`src/rtl/decode_ctrl_pipe_if.sv`:
```
// decode_ctrl_pipe_if: fetch/execute handshakes, decoded control bundle and load writeback port
interface decode_ctrl_pipe_if;
  logic        in_valid;
  logic        in_ready;
  logic [31:0] instruction;
  logic        flush;
  logic        out_valid;
  logic        out_ready;
  logic [31:0] imm_val;
  logic [4:0]  rs1;
  logic [4:0]  rs2;
  logic [4:0]  rd;
  logic        mux_a_sel;
  logic        mux_b_sel;
  logic [3:0]  alu_func;
  logic [2:0]  sx_size;
  logic [1:0]  rd_sel;
  logic [1:0]  pc_next_sel;
  logic        is_branch;
  logic [2:0]  br_cond;
  logic        is_jal;
  logic        reg_we;
  logic        mem_we;
  logic        load_o;
  logic        wb_load;
  logic [4:0]  wb_rd;
  logic [2:0]  wb_sx_size;
  modport master (
    output in_valid, instruction, flush, out_ready,
    input  in_ready, out_valid, imm_val, rs1, rs2, rd, mux_a_sel, mux_b_sel, alu_func, sx_size,
           rd_sel, pc_next_sel, is_branch, br_cond, is_jal, reg_we, mem_we, load_o,
           wb_load, wb_rd, wb_sx_size
  );
  modport slave (
    input  in_valid, instruction, flush, out_ready,
    output in_ready, out_valid, imm_val, rs1, rs2, rd, mux_a_sel, mux_b_sel, alu_func, sx_size,
           rd_sel, pc_next_sel, is_branch, br_cond, is_jal, reg_we, mem_we, load_o,
           wb_load, wb_rd, wb_sx_size
  );
endinterface

```
`src/rtl/decode_ctrl_pipe.sv`:
```
// decode_ctrl_pipe: registered RV32I decode stage with fixed-latency load writeback and load-use interlock
module decode_ctrl_pipe #(
  parameter int LOAD_LAT     = 2,
  parameter bit TRAP_ILLEGAL = 1'b1
) (
  input logic clk,
  input logic rst,
  decode_ctrl_pipe_if.slave bus
);
  typedef struct packed {
    logic [31:0] imm_val;
    logic [4:0]  rs1;
    logic [4:0]  rs2;
    logic [4:0]  rd;
    logic        mux_a_sel;
    logic        mux_b_sel;
    logic [3:0]  alu_func;
    logic [2:0]  sx_size;
    logic [1:0]  rd_sel;
    logic [1:0]  pc_next_sel;
    logic        is_branch;
    logic [2:0]  br_cond;
    logic        is_jal;
    logic        reg_we;
    logic        mem_we;
    logic        load_o;
  } ctrl_t;
  typedef struct packed {
    logic       v;
    logic [4:0] rd;
    logic [2:0] sx;
  } wb_t;
  logic [31:0] ir;
  logic [4:0]  op, r1, r2;
  logic [2:0]  f3;
  logic        is_lui, is_auipc, is_jal, is_jalr, is_br, is_load, is_store, is_imm, is_alu, is_sys, is_fence;
  logic        known, use1, use2, hazard, q_valid, accept_load;
  logic [3:0]  alu_f;
  logic [2:0]  sx;
  logic [31:0] i_imm, s_imm, b_imm, u_imm, j_imm;
  ctrl_t       dec, q;
  wb_t         s [1:LOAD_LAT];
  wb_t         ins;
  assign ir       = bus.instruction;
  assign op       = ir[6:2];
  assign f3       = ir[14:12];
  assign r1       = ir[19:15];
  assign r2       = ir[24:20];
  assign is_lui   = op == 5'b01101;
  assign is_auipc = op == 5'b00101;
  assign is_jal   = op == 5'b11011;
  assign is_jalr  = op == 5'b11001;
  assign is_br    = op == 5'b11000;
  assign is_load  = op == 5'b00000;
  assign is_store = op == 5'b01000;
  assign is_imm   = op == 5'b00100;
  assign is_alu   = op == 5'b01100;
  assign is_sys   = op == 5'b11100;
  assign is_fence = op == 5'b00011;
  // Only 32-bit encodings are legal; anything else decodes as illegal
  assign known = (ir[1:0] == 2'b11) &
                 (is_lui | is_auipc | is_jal | is_jalr | is_br | is_load | is_store | is_imm | is_alu | is_sys | is_fence);
  assign i_imm = {{20{ir[31]}}, ir[31:20]};
  assign s_imm = {{20{ir[31]}}, ir[31:25], ir[11:7]};
  assign b_imm = {{19{ir[31]}}, ir[31], ir[7], ir[30:25], ir[11:8], 1'b0};
  assign u_imm = {ir[31:12], 12'b0};
  assign j_imm = {{11{ir[31]}}, ir[31], ir[19:12], ir[20], ir[30:21], 1'b0};
  assign alu_f = f3 == 3'b000 ? ((is_alu & ir[30]) ? 4'b0001 : 4'b0000) :
                 f3 == 3'b001 ? 4'b0010 :
                 f3 == 3'b010 ? 4'b0011 :
                 f3 == 3'b011 ? 4'b0100 :
                 f3 == 3'b100 ? 4'b0101 :
                 f3 == 3'b101 ? (ir[30] ? 4'b0111 : 4'b0110) :
                 f3 == 3'b110 ? 4'b1000 : 4'b1001;
  assign sx = f3 == 3'b000 ? 3'b000 :
              f3 == 3'b100 ? 3'b001 :
              f3 == 3'b001 ? 3'b010 :
              f3 == 3'b101 ? 3'b011 : 3'b100;
  always_comb begin
    dec             = '0;
    dec.rs1         = r1;
    dec.rs2         = r2;
    dec.rd          = ir[11:7];
    dec.imm_val     = !known ? '0 :
                      is_store ? s_imm :
                      is_br ? b_imm :
                      (is_lui | is_auipc) ? u_imm :
                      is_jal ? j_imm :
                      is_alu ? '0 : i_imm;
    dec.mux_a_sel   = is_jal | is_lui | is_auipc | is_br;
    dec.mux_b_sel   = known & !is_alu;
    dec.alu_func    = is_jalr ? 4'b1010 : (is_alu | is_imm) ? alu_f : 4'b0000;
    dec.sx_size     = (is_load | is_store) ? sx : 3'b000;
    dec.rd_sel      = is_lui ? 2'b01 : (is_jal | is_jalr) ? 2'b10 : 2'b00;
    dec.pc_next_sel = (is_sys | (!known & TRAP_ILLEGAL)) ? 2'b10 : is_jalr ? 2'b01 : 2'b00;
    dec.is_branch   = is_br;
    dec.br_cond     = is_br ? f3 : 3'b000;
    dec.is_jal      = is_jal;
    dec.reg_we      = (is_lui | is_auipc | is_jal | is_jalr | is_imm | is_alu) & (ir[11:7] != 5'd0);
    dec.mem_we      = is_store;
    dec.load_o      = is_load;
    if (!known) begin
      dec.mux_a_sel = 1'b0;
      dec.is_branch = 1'b0;
      dec.is_jal    = 1'b0;
      dec.reg_we    = 1'b0;
      dec.mem_we    = 1'b0;
      dec.load_o    = 1'b0;
    end
  end
  assign use1 = is_jalr | is_br | is_load | is_store | is_imm | is_alu;
  assign use2 = is_br | is_store | is_alu;
  // A load stops blocking once it reaches the final stage: its writeback lands before the next read
  always_comb begin
    hazard = 1'b0;
    if (q_valid & q.load_o & (q.rd != 5'd0))
      hazard = (use1 & (r1 == q.rd)) | (use2 & (r2 == q.rd));
    for (int i = 1; i < LOAD_LAT; i++)
      if (s[i].v) hazard = hazard | (use1 & (r1 == s[i].rd)) | (use2 & (r2 == s[i].rd));
  end
  assign bus.in_ready = !rst & !bus.flush & !hazard & (!q_valid | bus.out_ready);
  assign accept_load  = q_valid & bus.out_ready & q.load_o & !bus.flush & (q.rd != 5'd0);
  assign ins          = accept_load ? '{v: 1'b1, rd: q.rd, sx: q.sx_size} : '0;
  always_ff @(posedge clk) begin
    if (rst) begin
      q_valid <= 1'b0;
      q       <= '0;
    end else if (bus.flush) begin
      q_valid <= 1'b0;
    end else if (bus.in_valid & bus.in_ready) begin
      q_valid <= 1'b1;
      q       <= dec;
    end else if (bus.out_ready) begin
      q_valid <= 1'b0;
    end
  end
  always_ff @(posedge clk) begin
    if (rst) begin
      for (int i = 1; i <= LOAD_LAT; i++) s[i] <= '0;
    end else begin
      s[1] <= ins;
      for (int i = 2; i <= LOAD_LAT; i++) s[i] <= s[i-1];
    end
  end
  assign bus.out_valid   = q_valid;
  assign bus.imm_val     = q.imm_val;
  assign bus.rs1         = q.rs1;
  assign bus.rs2         = q.rs2;
  assign bus.rd          = q.rd;
  assign bus.mux_a_sel   = q.mux_a_sel;
  assign bus.mux_b_sel   = q.mux_b_sel;
  assign bus.alu_func    = q.alu_func;
  assign bus.sx_size     = q.sx_size;
  assign bus.rd_sel      = q.rd_sel;
  assign bus.pc_next_sel = q.pc_next_sel;
  assign bus.is_branch   = q.is_branch;
  assign bus.br_cond     = q.br_cond;
  assign bus.is_jal      = q.is_jal;
  assign bus.reg_we      = q.reg_we;
  assign bus.mem_we      = q.mem_we;
  assign bus.load_o      = q.load_o;
  assign bus.wb_load     = s[LOAD_LAT].v;
  assign bus.wb_rd       = s[LOAD_LAT].rd;
  assign bus.wb_sx_size  = s[LOAD_LAT].sx;
endmodule

```
`src/flat_wrapper.sv`:
```
// flat-port wrapper written by rule: the top's interface ports become plain ports
module decode_ctrl_pipe_flat 
#(
  parameter int LOAD_LAT     = 2,
  parameter bit TRAP_ILLEGAL = 1'b1
)
  (clk, rst, bus_in_valid, bus_instruction, bus_flush, bus_out_ready, bus_in_ready, bus_out_valid, bus_imm_val, bus_rs1, bus_rs2, bus_rd, bus_mux_a_sel, bus_mux_b_sel, bus_alu_func, bus_sx_size, bus_rd_sel, bus_pc_next_sel, bus_is_branch, bus_br_cond, bus_is_jal, bus_reg_we, bus_mem_we, bus_load_o, bus_wb_load, bus_wb_rd, bus_wb_sx_size);
  decode_ctrl_pipe_if bus_i ();
  input logic clk;
  input logic rst;
  input wire logic [$bits(bus_i.in_valid)-1:0] bus_in_valid;
  input wire logic [$bits(bus_i.instruction)-1:0] bus_instruction;
  input wire logic [$bits(bus_i.flush)-1:0] bus_flush;
  input wire logic [$bits(bus_i.out_ready)-1:0] bus_out_ready;
  output wire logic [$bits(bus_i.in_ready)-1:0] bus_in_ready;
  output wire logic [$bits(bus_i.out_valid)-1:0] bus_out_valid;
  output wire logic [$bits(bus_i.imm_val)-1:0] bus_imm_val;
  output wire logic [$bits(bus_i.rs1)-1:0] bus_rs1;
  output wire logic [$bits(bus_i.rs2)-1:0] bus_rs2;
  output wire logic [$bits(bus_i.rd)-1:0] bus_rd;
  output wire logic [$bits(bus_i.mux_a_sel)-1:0] bus_mux_a_sel;
  output wire logic [$bits(bus_i.mux_b_sel)-1:0] bus_mux_b_sel;
  output wire logic [$bits(bus_i.alu_func)-1:0] bus_alu_func;
  output wire logic [$bits(bus_i.sx_size)-1:0] bus_sx_size;
  output wire logic [$bits(bus_i.rd_sel)-1:0] bus_rd_sel;
  output wire logic [$bits(bus_i.pc_next_sel)-1:0] bus_pc_next_sel;
  output wire logic [$bits(bus_i.is_branch)-1:0] bus_is_branch;
  output wire logic [$bits(bus_i.br_cond)-1:0] bus_br_cond;
  output wire logic [$bits(bus_i.is_jal)-1:0] bus_is_jal;
  output wire logic [$bits(bus_i.reg_we)-1:0] bus_reg_we;
  output wire logic [$bits(bus_i.mem_we)-1:0] bus_mem_we;
  output wire logic [$bits(bus_i.load_o)-1:0] bus_load_o;
  output wire logic [$bits(bus_i.wb_load)-1:0] bus_wb_load;
  output wire logic [$bits(bus_i.wb_rd)-1:0] bus_wb_rd;
  output wire logic [$bits(bus_i.wb_sx_size)-1:0] bus_wb_sx_size;
  assign bus_i.in_valid = bus_in_valid;
  assign bus_i.instruction = bus_instruction;
  assign bus_i.flush = bus_flush;
  assign bus_i.out_ready = bus_out_ready;
  assign bus_in_ready = bus_i.in_ready;
  assign bus_out_valid = bus_i.out_valid;
  assign bus_imm_val = bus_i.imm_val;
  assign bus_rs1 = bus_i.rs1;
  assign bus_rs2 = bus_i.rs2;
  assign bus_rd = bus_i.rd;
  assign bus_mux_a_sel = bus_i.mux_a_sel;
  assign bus_mux_b_sel = bus_i.mux_b_sel;
  assign bus_alu_func = bus_i.alu_func;
  assign bus_sx_size = bus_i.sx_size;
  assign bus_rd_sel = bus_i.rd_sel;
  assign bus_pc_next_sel = bus_i.pc_next_sel;
  assign bus_is_branch = bus_i.is_branch;
  assign bus_br_cond = bus_i.br_cond;
  assign bus_is_jal = bus_i.is_jal;
  assign bus_reg_we = bus_i.reg_we;
  assign bus_mem_we = bus_i.mem_we;
  assign bus_load_o = bus_i.load_o;
  assign bus_wb_load = bus_i.wb_load;
  assign bus_wb_rd = bus_i.wb_rd;
  assign bus_wb_sx_size = bus_i.wb_sx_size;
  decode_ctrl_pipe #(.LOAD_LAT(LOAD_LAT), .TRAP_ILLEGAL(TRAP_ILLEGAL)) u_core (.clk(clk), .rst(rst), .bus(bus_i));
endmodule
```
`config.mk`:
```
export PLATFORM = sky130hd
export DESIGN_NAME = decode_ctrl_pipe_flat
export DESIGN_NICKNAME = d
export VERILOG_FILES = /design/src/rtl/decode_ctrl_pipe_if.sv /design/src/rtl/decode_ctrl_pipe.sv /design/src/flat_wrapper.sv
export SDC_FILE = /design/constraint.sdc
export NUM_CORES = 1
export LEC_CHECK = 0
export CAP_MARGIN = 20
export CORE_ASPECT_RATIO = 0.7
export CORE_MARGIN = 5
export CORE_UTILIZATION = 38
export DETAILED_ROUTE_END_ITERATION = 6
export GPL_TIMING_DRIVEN = 0
export HOLD_SLACK_MARGIN = 0.15
export PLACE_DENSITY_LB_ADDON = 0.3
export SETUP_SLACK_MARGIN = 0.2
export SYNTH_ARGS = -nofsm -noshare
export SYNTH_HDL_FRONTEND = slang
export SYNTH_SLANG_ARGS = --single-unit
```
`constraint.sdc`:
```
create_clock -name clk -period 6.32 [get_ports clk]
set_input_delay 0.948 -clock clk [delete_from_list [all_inputs] [get_ports clk]]
set_output_delay 0.948 -clock clk [all_outputs]
set_load 0.005 [all_outputs]
```
### Yosys cells after proc, flatten, opt, wreduce, memory -nomap -nowiden

Memories as Yosys holds them, arrays and structs flattened.
Index checks and enable logic that the tools add are counted.

* ROM bits: 0
* latch bits: 0
* flip-flop bits (word level): 69
* memories kept: 1
* input port bits: 37
* memory bits (writable): 18
* output and inout bits: 79
* word-level logic and storage cells: 143

* bitwise operators: 51
* add/subtract/negate cells: 0
* shift-type cells: 0
* magnitude comparators: 0
* divide/modulo/power cells: 0
* reductions and logical operators: 13
* multiply operators: 0
* eq/ne operators: 21
* multiplexer cells: 40

Memories
* u_core.s: depth 2, width 9, read ports 2, clocked after Yosys merged registers in 0, wr ports 2, line decode_ctrl_pipe.sv:42 `wb_t s [1:LOAD_LAT];`

Operators with widths (number)
* $mux 32: 6
* $mux 4: 9
* $or 1x1->1: 32
* $mux 9: 3
* $eq 5x5->1: 4
* $eq 5x5->1 const B: 4
* $and 1x1->1: 18
* $mux 3: 6
* $eq 5x4->1 const B: 3
* $mux 1: 13
* $eq 5x3->1 const B: 2
* $reduce_bool 5->1: 2
* $eq 3x3->1 const B: 3
* $eq 3x2->1 const B: 2
* $logic_not 1->1: 6
* $mux 2: 3
* $eq 5x2->1 const B: 1
* $logic_not 5->1: 1
* $eq 3x1->1 const B: 1
* $logic_not 3->1: 1
* $eq 2x2->1 const B: 1
* $reduce_and 2->1: 1
* $reduce_bool 2->1: 1
* $reduce_or 2->1: 1
* $not 1->1: 1

### Depth between registers and ports, before layout

Gate-level depths: netlist of the first run.

* depth after elaboration: 17
* mapped depth: 9
* gate-level depth less buffers: 6

### Worst setup path before layout of the first run

No wires, ideal clock.

* path type: input port to output port
* start point: input port bus_instruction[5]
* end point: output port bus_in_ready
* arrival: 2.205 ns
* stages on the path: 7
* path buffers: 2
* setup slack: 3.167 ns
* cell sequence: buf_4 -> nor2b_1 -> a31oi_1 -> nor4_1 -> o21a_1 -> buf_2 -> nor3_1

* longest elaborated chain between the ends: 15
* elaborated cells on any way between the ends: 25

Ends and longest elaborated chain
* from (decl): line flat_wrapper.sv:12 `input wire logic [$bits(bus_i.instruction)-1:0] bus_instruction;`
* $eq 5x5->1, on equally long branches: line decode_ctrl_pipe.sv:52, decode_ctrl_pipe.sv:53
* $or 1x1->1 (5 in a row): line decode_ctrl_pipe.sv:111 `assign use1 = is_jalr | is_br | is_load | is_store | is_imm | is_alu;`
* $and 1x1->1: line decode_ctrl_pipe.sv:117 `hazard = (use1 & (r1 == q.rd)) | (use2 & (r2 == q.rd));`
* $or 1x1->1: line decode_ctrl_pipe.sv:117
* $mux 1: line decode_ctrl_pipe.sv:116 `if (q_valid & q.load_o & (q.rd != 5'd0))`
* $or 1x1->1 (2 in a row): line decode_ctrl_pipe.sv:119 `if (s[i].v) hazard = hazard | (use1 & (r1 == s[i].rd)) | (use2 & (r2 == s[i].rd));`
* $mux 1 (*): line decode_ctrl_pipe.sv:119
* $logic_not 1->1 (*): line decode_ctrl_pipe.sv:121 `assign bus.in_ready = !rst & !bus.flush & !hazard & (!q_valid | bus.out_ready);`
* $and 1x1->1 (*) (2 in a row): line decode_ctrl_pipe.sv:121
* to (decl): line flat_wrapper.sv:15 `output wire logic [$bits(bus_i.in_ready)-1:0] bus_in_ready;`

Every way passes the cells marked *; elsewhere a longest branch is shown, timed or not.

### Final worst setup path of the first run

* start point: input port bus_instruction[3]
* end point: output port bus_in_ready

Same word-level chain as after synthesis.

==> results of run 1 <==
==> stage by stage <==
step | worst slack (ns) | utilization (%) | power, mW | area (um^2)
2_1_floorplan | 3.17 | - | 0.634 | 4230
3_3_place_gp | 1.92 | 50.6 | 0.699 | 5530
3_5_place_dp | 1.92 | 50.6 | 0.699 | 5530
4_1_cts | 1.92 | 53.2 | 1.20 | 5810
5_1_grt | 1.76 | 53.2 | 1.23 | 5810
6_report | 1.90 | 53.2 | 1.19 | 5810
==> area by class of cell <==
type | count | area share, %
Timing Repair Buffer | 111 | 19.1
Multi-Input combinational cell | 367 | 38.6
Inverter | 7 | 0.452
Clock inverter | 7 | 0.947
Tap cell | 153 | 3.29
Sequential cell | 87 | 30.0
Clock buffer | 9 | 3.88
Buffer | 44 | 3.75
==> power groups by stage <==
stage                     sequential (mW)  combinational (mW)  clock, mW
final                               0.558               0.131      0.505
after floorplan                     0.570              0.0639          0
after CTS                           0.558               0.129      0.512
after detailed placement            0.571               0.129          0
after global routing                0.559               0.141      0.534
after global placement              0.571               0.128          0
==> state kept, by name, summed over array words and instances, names as in the netlist <==
| name | cells |
|---|---|
| u_core.bus.imm_val | 32 |
| u_core.s | 18 |
| u_core.bus.rd | 5 |
| u_core.bus.rs1 | 5 |
| u_core.bus.rs2 | 5 |
| u_core.bus.alu_func | 4 |
| u_core.bus.br_cond | 3 |
| u_core.bus.sx_size | 3 |
| u_core.bus.pc_next_sel | 2 |
| u_core.bus.rd_sel | 2 |
| u_core.bus.is_branch | 1 |
| u_core.bus.is_jal | 1 |
| u_core.bus.load_o | 1 |
| u_core.bus.mem_we | 1 |
| u_core.bus.mux_a_sel | 1 |
| u_core.bus.mux_b_sel | 1 |
| u_core.bus.out_valid | 1 |
| u_core.bus.reg_we | 1 |
==> routing by layer <==
metal | global-route usage (%) | vias to the layer above | wire length, um
met1 | 31.0 | 1955 | 6650
li1 | - | 1999 | -
met3 | 4.94 | 13 | 1230
met4 | 4.96 | 0 | 168
met5 | 0 | - | 0
met2 | 29.9 | 181 | 5910
==> cell usage after synthesis (all sizes together) <==
cell    count  share of area (%)
mux2i       1               0.24
o221ai      1               0.21
o21ai      76                9.0
o41ai       7                1.9
or3         2               0.30
a21boi      1               0.18
nor2b      61                9.0
inv         7               0.62
xor2        6                1.2
o311a       1               0.24
a21oi      42                5.0
a22oi       2               0.35
a311oi      3               0.62
a22o        3               0.62
or2         1               0.15
a31oi       2               0.30
and4b       1               0.24
clkbuf     28                2.5
o32a        1               0.24
nand2      47                4.2
o22ai       2               0.30
or4         2               0.35
and2       10                1.5
xnor2      14                2.9
buf        16                2.6
o21a        2               0.35
nor3        7               0.95
dfxtp      87                 41
o31ai       4               0.71
nand2b      4               0.77
a211o       1               0.21
nor3b       2               0.47
nor4        3               0.59
a32oi       1               0.21
a2111o      1               0.27
mux2       19                5.1
nor2        9               0.80
a32o        1               0.24
nand3      21                2.5
and3        2               0.30
nand4       4               0.59
==> path summary, 6_finish.rpt <==
path,from,to,slack [ns]
max,bus_instruction[3],bus_in_ready,1.90
min,u_core.s[1][2],u_core.s[2][2],0.44
max reg2reg,u_core.bus.rd[3],u_core.bus.imm_val[15],4.07
min reg2reg,u_core.s[1][2],u_core.s[2][2],0.44
==> kinds of logic after synthesis <==
| family | after synthesis |
|---|---|
| compound gates | 151 |
| simple gates | 176 |
| flops | 87 |
| xor+xnor | 20 |
| mux | 20 |
| buf+inv | 51 |
==> worst register-to-register path: cells and delay by family, from the launching register on <==
kind	cells	cell delay [ns]
DFF	1	0.48
muxes	1	0.32
buffers and inverters	2	0.34
and+or+nand+nor	3	0.61
xor gates and xnor gates	1	0.16
AOI/OAI and AO/OA	1	0.22
==> results.md, run 1 <==
* Critical path depth in cells at 8
* Worst Path Arrival at 3.47 ns
* Worst path top cell family by delay: buffers and inverters
* Layout cell share with drive strength beyond 1 at 7.44%
* Worst R2R Path Depth at 8
* Worst EP required at 5.37 ns
* CP endpoint kind: primary output
* Die X at 136 um
* Post-synthesis sequential area ratio at 41.2%
* Most common cell after layout, fill and taps aside: clkdlybuf4s50_1
* # DRC at 0
* Setup Skew at 0.00867 ns
* Largest net degree at the start of global routing at 17
* WS Path Type: input port to primary output
* Final hold violation count at 0
* Post-CTS sizing at 0
* Setup Fix Bufs, Post-CTS at 0
* Placed insts at 769
* #FFs+latches synth at 87
* Final setup vio count at 0
* TNS Setup at 0 ns
* Hold path cells at 1
* Core Area at 0.0109 mm^2
* Gpl congestion at 0.931
* Worst hold path class: flip-flop to flip-flop
* Max clock buf depth at 2
* Vias in the first global route at 4044
* CP Launch Type: input port
* Simple-gate share of the synthesized area at 22.7%
* Overall routing resource usage at 20.7%
* Max H-tree Level at 3
* DP Wirelength at 10600 um
* PortBufs at 111
* RSZ-0062 raised after global routing: false
* Critical Path Fanout Max at 10
* Post-Synth XOR/XNOR Area at 4.14%
* Antenna violations before repair at 0
* Avg Inst Size Synth at 8.37 um^2
* Pins Over Slew Limit at 0
* Layout Nets at 664
* Worst-Skew Late Latency at 0.35 ns
* Cells along the critical path: clkdlybuf4s50_1, inv_1, a31oi_1, nor4_1, o21a_1, buf_2, nor3_1, clkdlybuf4s50_1
* Inserted Diodes at 0
* Sw Share at 26.3%
* Crit path time final at 4.42 ns
* Outcome: completed
* Clock slew at reported path FFs at 0.06 ns
* Routed Antenna Nets at 0
* Most frequent cells in the layout: clkdlybuf4s50_1, dfxtp_1, o21ai_0, nor2b_1, nand2_1
* Num ports at 116
* Measured slew at the worst slew-check pin at 0.925 ns
* Gate Count Post-Synth at 505
* Worst path slowest cell: clkdlybuf4s50_1
* CP bufs+invs at 4
* Grt ovf at 0
* F_max at 226 MHz
* Sinks on Clock Net at 87
* Internal power at 0.881 mW
* CTS tree: yes
* Most used cell, CP: clkdlybuf4s50_1
* Routed WL at 14000 um
* Root Buffer: clkbuf_16
* Via density at 5.28
* Combinational family with the most area after synthesis: simple AND/OR/NAND/NOR gates
* Via count at 4148
* Minimum hold slack at 0.441 ns
* Full die area at 0.0134 mm^2
* Area of the mapped netlist at 0.00423 mm^2
* Complex-gate fraction of the synthesized area at 20.9%
* Pwr/cell area at 206 mW/mm^2
* Max cap viols at 0
* Initial Util at 38.7%
* Syn Nets at 542
* Logic pwr share at 11.0%
* Synth warnings at 0
* Number of hold buffers added after CTS at 0
* First-pass iteration count of the detailed router at 5
* Die Ht at 98.3 um
* Largest stage delay, worst path at 0.60 ns
* Static Leak at 2.05 nW
* # fillers at 1036
* Final cycle utilization of the critical path at 69.9%
* Adder-cell share of the synthesized area at 0%
* Flop pwr share at 46.7%
* Routed wire length per instance at 17.8 um
* Post-Layout Cell Count at 785
* Worst vdd ir at 0.000134 V
* Clock network power share at 42.3%
* Initial DRC Count at 269
* Post-synth cell types at 54
* Slew HR at 37.8%
* First-pass GRT wire length at 21800 um
* Sequential Area at 0.00174 mm^2
* Area of the multi-input gates at 0.00224 mm^2
* Synth-to-Final Area Change at 37.4%
* CTS Buf Count at 9
* Mux cell area share after synthesis at 5.30%
* P_sw at 0.314 mW
* Row cnt at 32
Note: power is estimated with default switching activity, not from simulation.
==> run 2, diff against run 1 <==
- clock period: 6.32 -> 4.6 ns (I/O delays scaled with it)
==> results of run 2 <==
The final DEF is identical to that of run 1. Status: completed.
Main changes from that run: setup slack after placement 1.92 ns -> 0.719 ns; setup slack after layout 1.90 ns -> 0.700 ns; register-to-register setup slack 4.07 ns -> 2.35 ns; total power 1.19 mW -> 1.64 mW; worst IR drop on VDD 0.000134 V -> 0.000184 V
==> run 3, diff against run 2 <==
- clock period: 4.6 -> 3.7 ns (I/O delays scaled with it)
==> run 3 against run 2 <==
Net effect: sequential cell count is the same; worst setup slack worse by 0.38 ns; first-iteration DRC count rose by 5.2%; sequential power is 24% higher; final cell count stayed put; worst hold slack better by 0.00077 ns; sequential share of layout area shrank 0.13 points; global-route usage is essentially flat; clock skew hardly changed; critical path type unchanged; largest power group unchanged.
==> results.md, run 3 (synthesized netlist as in run 1, its figures left out) <==
* WS Path Type: input port to primary output
* Overall routing resource usage at 20.8%
* Final cycle utilization of the critical path at 91.3%
* Measured slew at the worst slew-check pin at 0.883 ns
* Worst hold path class: flip-flop to flip-flop
* P_sw at 0.537 mW
* Via density at 5.33
* CTS Buf Count at 9
* Placed insts at 769
* Number of hold buffers added after CTS at 0
* Setup Fix Bufs, Post-CTS at 0
* Layout cell share with drive strength beyond 1 at 7.91%
* Max cap viols at 0
* Crit path time final at 3.38 ns
* Largest net degree at the start of global routing at 17
* Worst vdd ir at 0.000229 V
* Vias in the first global route at 4056
* Via count at 4185
* First-pass GRT wire length at 21900 um
* Gpl congestion at 0.931
* Max reg flops at 32
* Internal power at 1.51 mW
* Synth-to-Final Area Change at 38.0%
* Clock network power share at 42.2%
* Outcome: completed
* Clock slew at reported path FFs at 0.06 ns
* Row cnt at 32
* PortBufs at 111
* HP Start: u_core.s[1][2]
* CP Launch Type: input port
* FF-to-FF Start: u_core.s[1][7]
* Flop pwr share at 46.7%
* Grt ovf at 0
* Inserted Diodes at 0
* Slew HR at 40.6%
* First-pass iteration count of the detailed router at 5
* Worst Path Arrival at 2.82 ns
* CP endpoint kind: primary output
* RSZ-0062 raised after global routing: false
* # DRC at 0
* Sw Share at 26.3%
* DP Wirelength at 10600 um
* Max H-tree Level at 3
* Root Buffer: clkbuf_16
* Worst R2R Path Depth at 8
* Max clock buf depth at 2
* Static Leak at 2.05 nW
* Pwr/cell area at 350 mW/mm^2
* DP Worst Slack at 0.0890 ns
* Die X at 136 um
* Full die area at 0.0134 mm^2
* Hold path cells at 1
* CTS tree: yes
* Routed wire length per instance at 17.8 um
* Worst-Skew Late Latency at 0.35 ns
* Setup Skew at 0.00879 ns
* Initial DRC Count at 283
* Die Ht at 98.3 um
* F_max at 296 MHz
* Routed Antenna Nets at 0
* Sinks on Clock Net at 87
* Worst EP required at 3.14 ns
* Initial Util at 38.7%
* Num ports at 116
* Setup ws final at 0.322 ns
* Pins Over Slew Limit at 0
* Most common cell after layout, fill and taps aside: clkdlybuf4s50_1
* # fillers at 1034
* Most frequent cells in the layout: clkdlybuf4s50_1, dfxtp_1, o21ai_0, nor2b_1, nand2_1
* Core Area at 0.0109 mm^2
* Final hold violation count at 0
* Final setup vio count at 0
* Critical Path Fanout Max at 10
* Logic pwr share at 11.1%
* CP startpoint: bus_instruction[2]
* Routed WL at 14000 um
* TNS Setup at 0 ns
* Post-Layout Cell Count at 785
* Layout Nets at 664
* Antenna violations before repair at 0
==> run 3: cell types whose count changed in the layout (fill, tap and decap cells not counted), sizes merged <==
cell and change:
clkbuf +1, buf -1
==> run 3: power groups by stage <==
| stage | clock network [mW] | logic [mW] | registers, mW |
|---|---|---|---|
| 2_1_floorplan | 0 | 0.109 | 0.974 |
| 3_3_place_gp | 0 | 0.219 | 0.975 |
| 3_5_place_dp | 0 | 0.220 | 0.975 |
| 4_1_cts | 0.874 | 0.221 | 0.954 |
| 5_1_grt | 0.912 | 0.243 | 0.954 |
| 6_report | 0.862 | 0.226 | 0.954 |
==> run 3: per-layer routing <==
layer	track usage [%]	part of all wire [%]	vias to the layer above
met2	30.0	42	195
li1	-	-	1999
met4	4.96	1.2	0
met3	4.94	9.2	15
met1	31.0	48	1976
met5	0	0	-
==> run 3: path summary, 6_finish.rpt <==
kind                             to  slack [ns]
max                    bus_in_ready        0.32
min                  u_core.s[2][2]        0.44
max reg2reg  u_core.bus.imm_val[15]        1.42
min reg2reg          u_core.s[2][2]        0.44
==> run 3: per-stage QoR <==
stage / power (mW) / area (um^2) / hold slack (ns) / utilization, %
floorplan: 1.08 / 4230 / 0.414 / -
global placement: 1.19 / 5530 / 0.424 / 50.6
detailed placement: 1.19 / 5530 / 0.430 / 50.6
CTS: 2.05 / 5820 / 0.445 / 53.2
global route: 2.11 / 5840 / 0.465 / 53.4
finish: 2.04 / 5840 / 0.442 / 53.4
==> run 3: layout make-up <==
cell class	instances	area [um^2]	area share (%)
clock buffer	9	225	3.86
inverter	7	26.3	0.450
clock inverter	7	55.1	0.943
tap	153	191	3.28
timing repair buffer	111	1110	19.0
buffer	44	220	3.77
sequential	87	1740	29.8
multi-input combinational	367	2270	38.8
==> run 3: worst max-delay path, stage by stage <==
cell and delay [ns]:
clkdlybuf4s50_1 0.44, nand2b_4 0.18, a211o_1 0.40, nor4_2 0.30, o21a_1 0.17, clkbuf_4 0.22
nor3_4 0.08, clkdlybuf4s50_1 0.47
==> run 3: repair_timing <==
item,CTS,global route
setup endpoints to repair,1,1
endpoints found under the hold margin,0,0
gates resized for setup,1,4
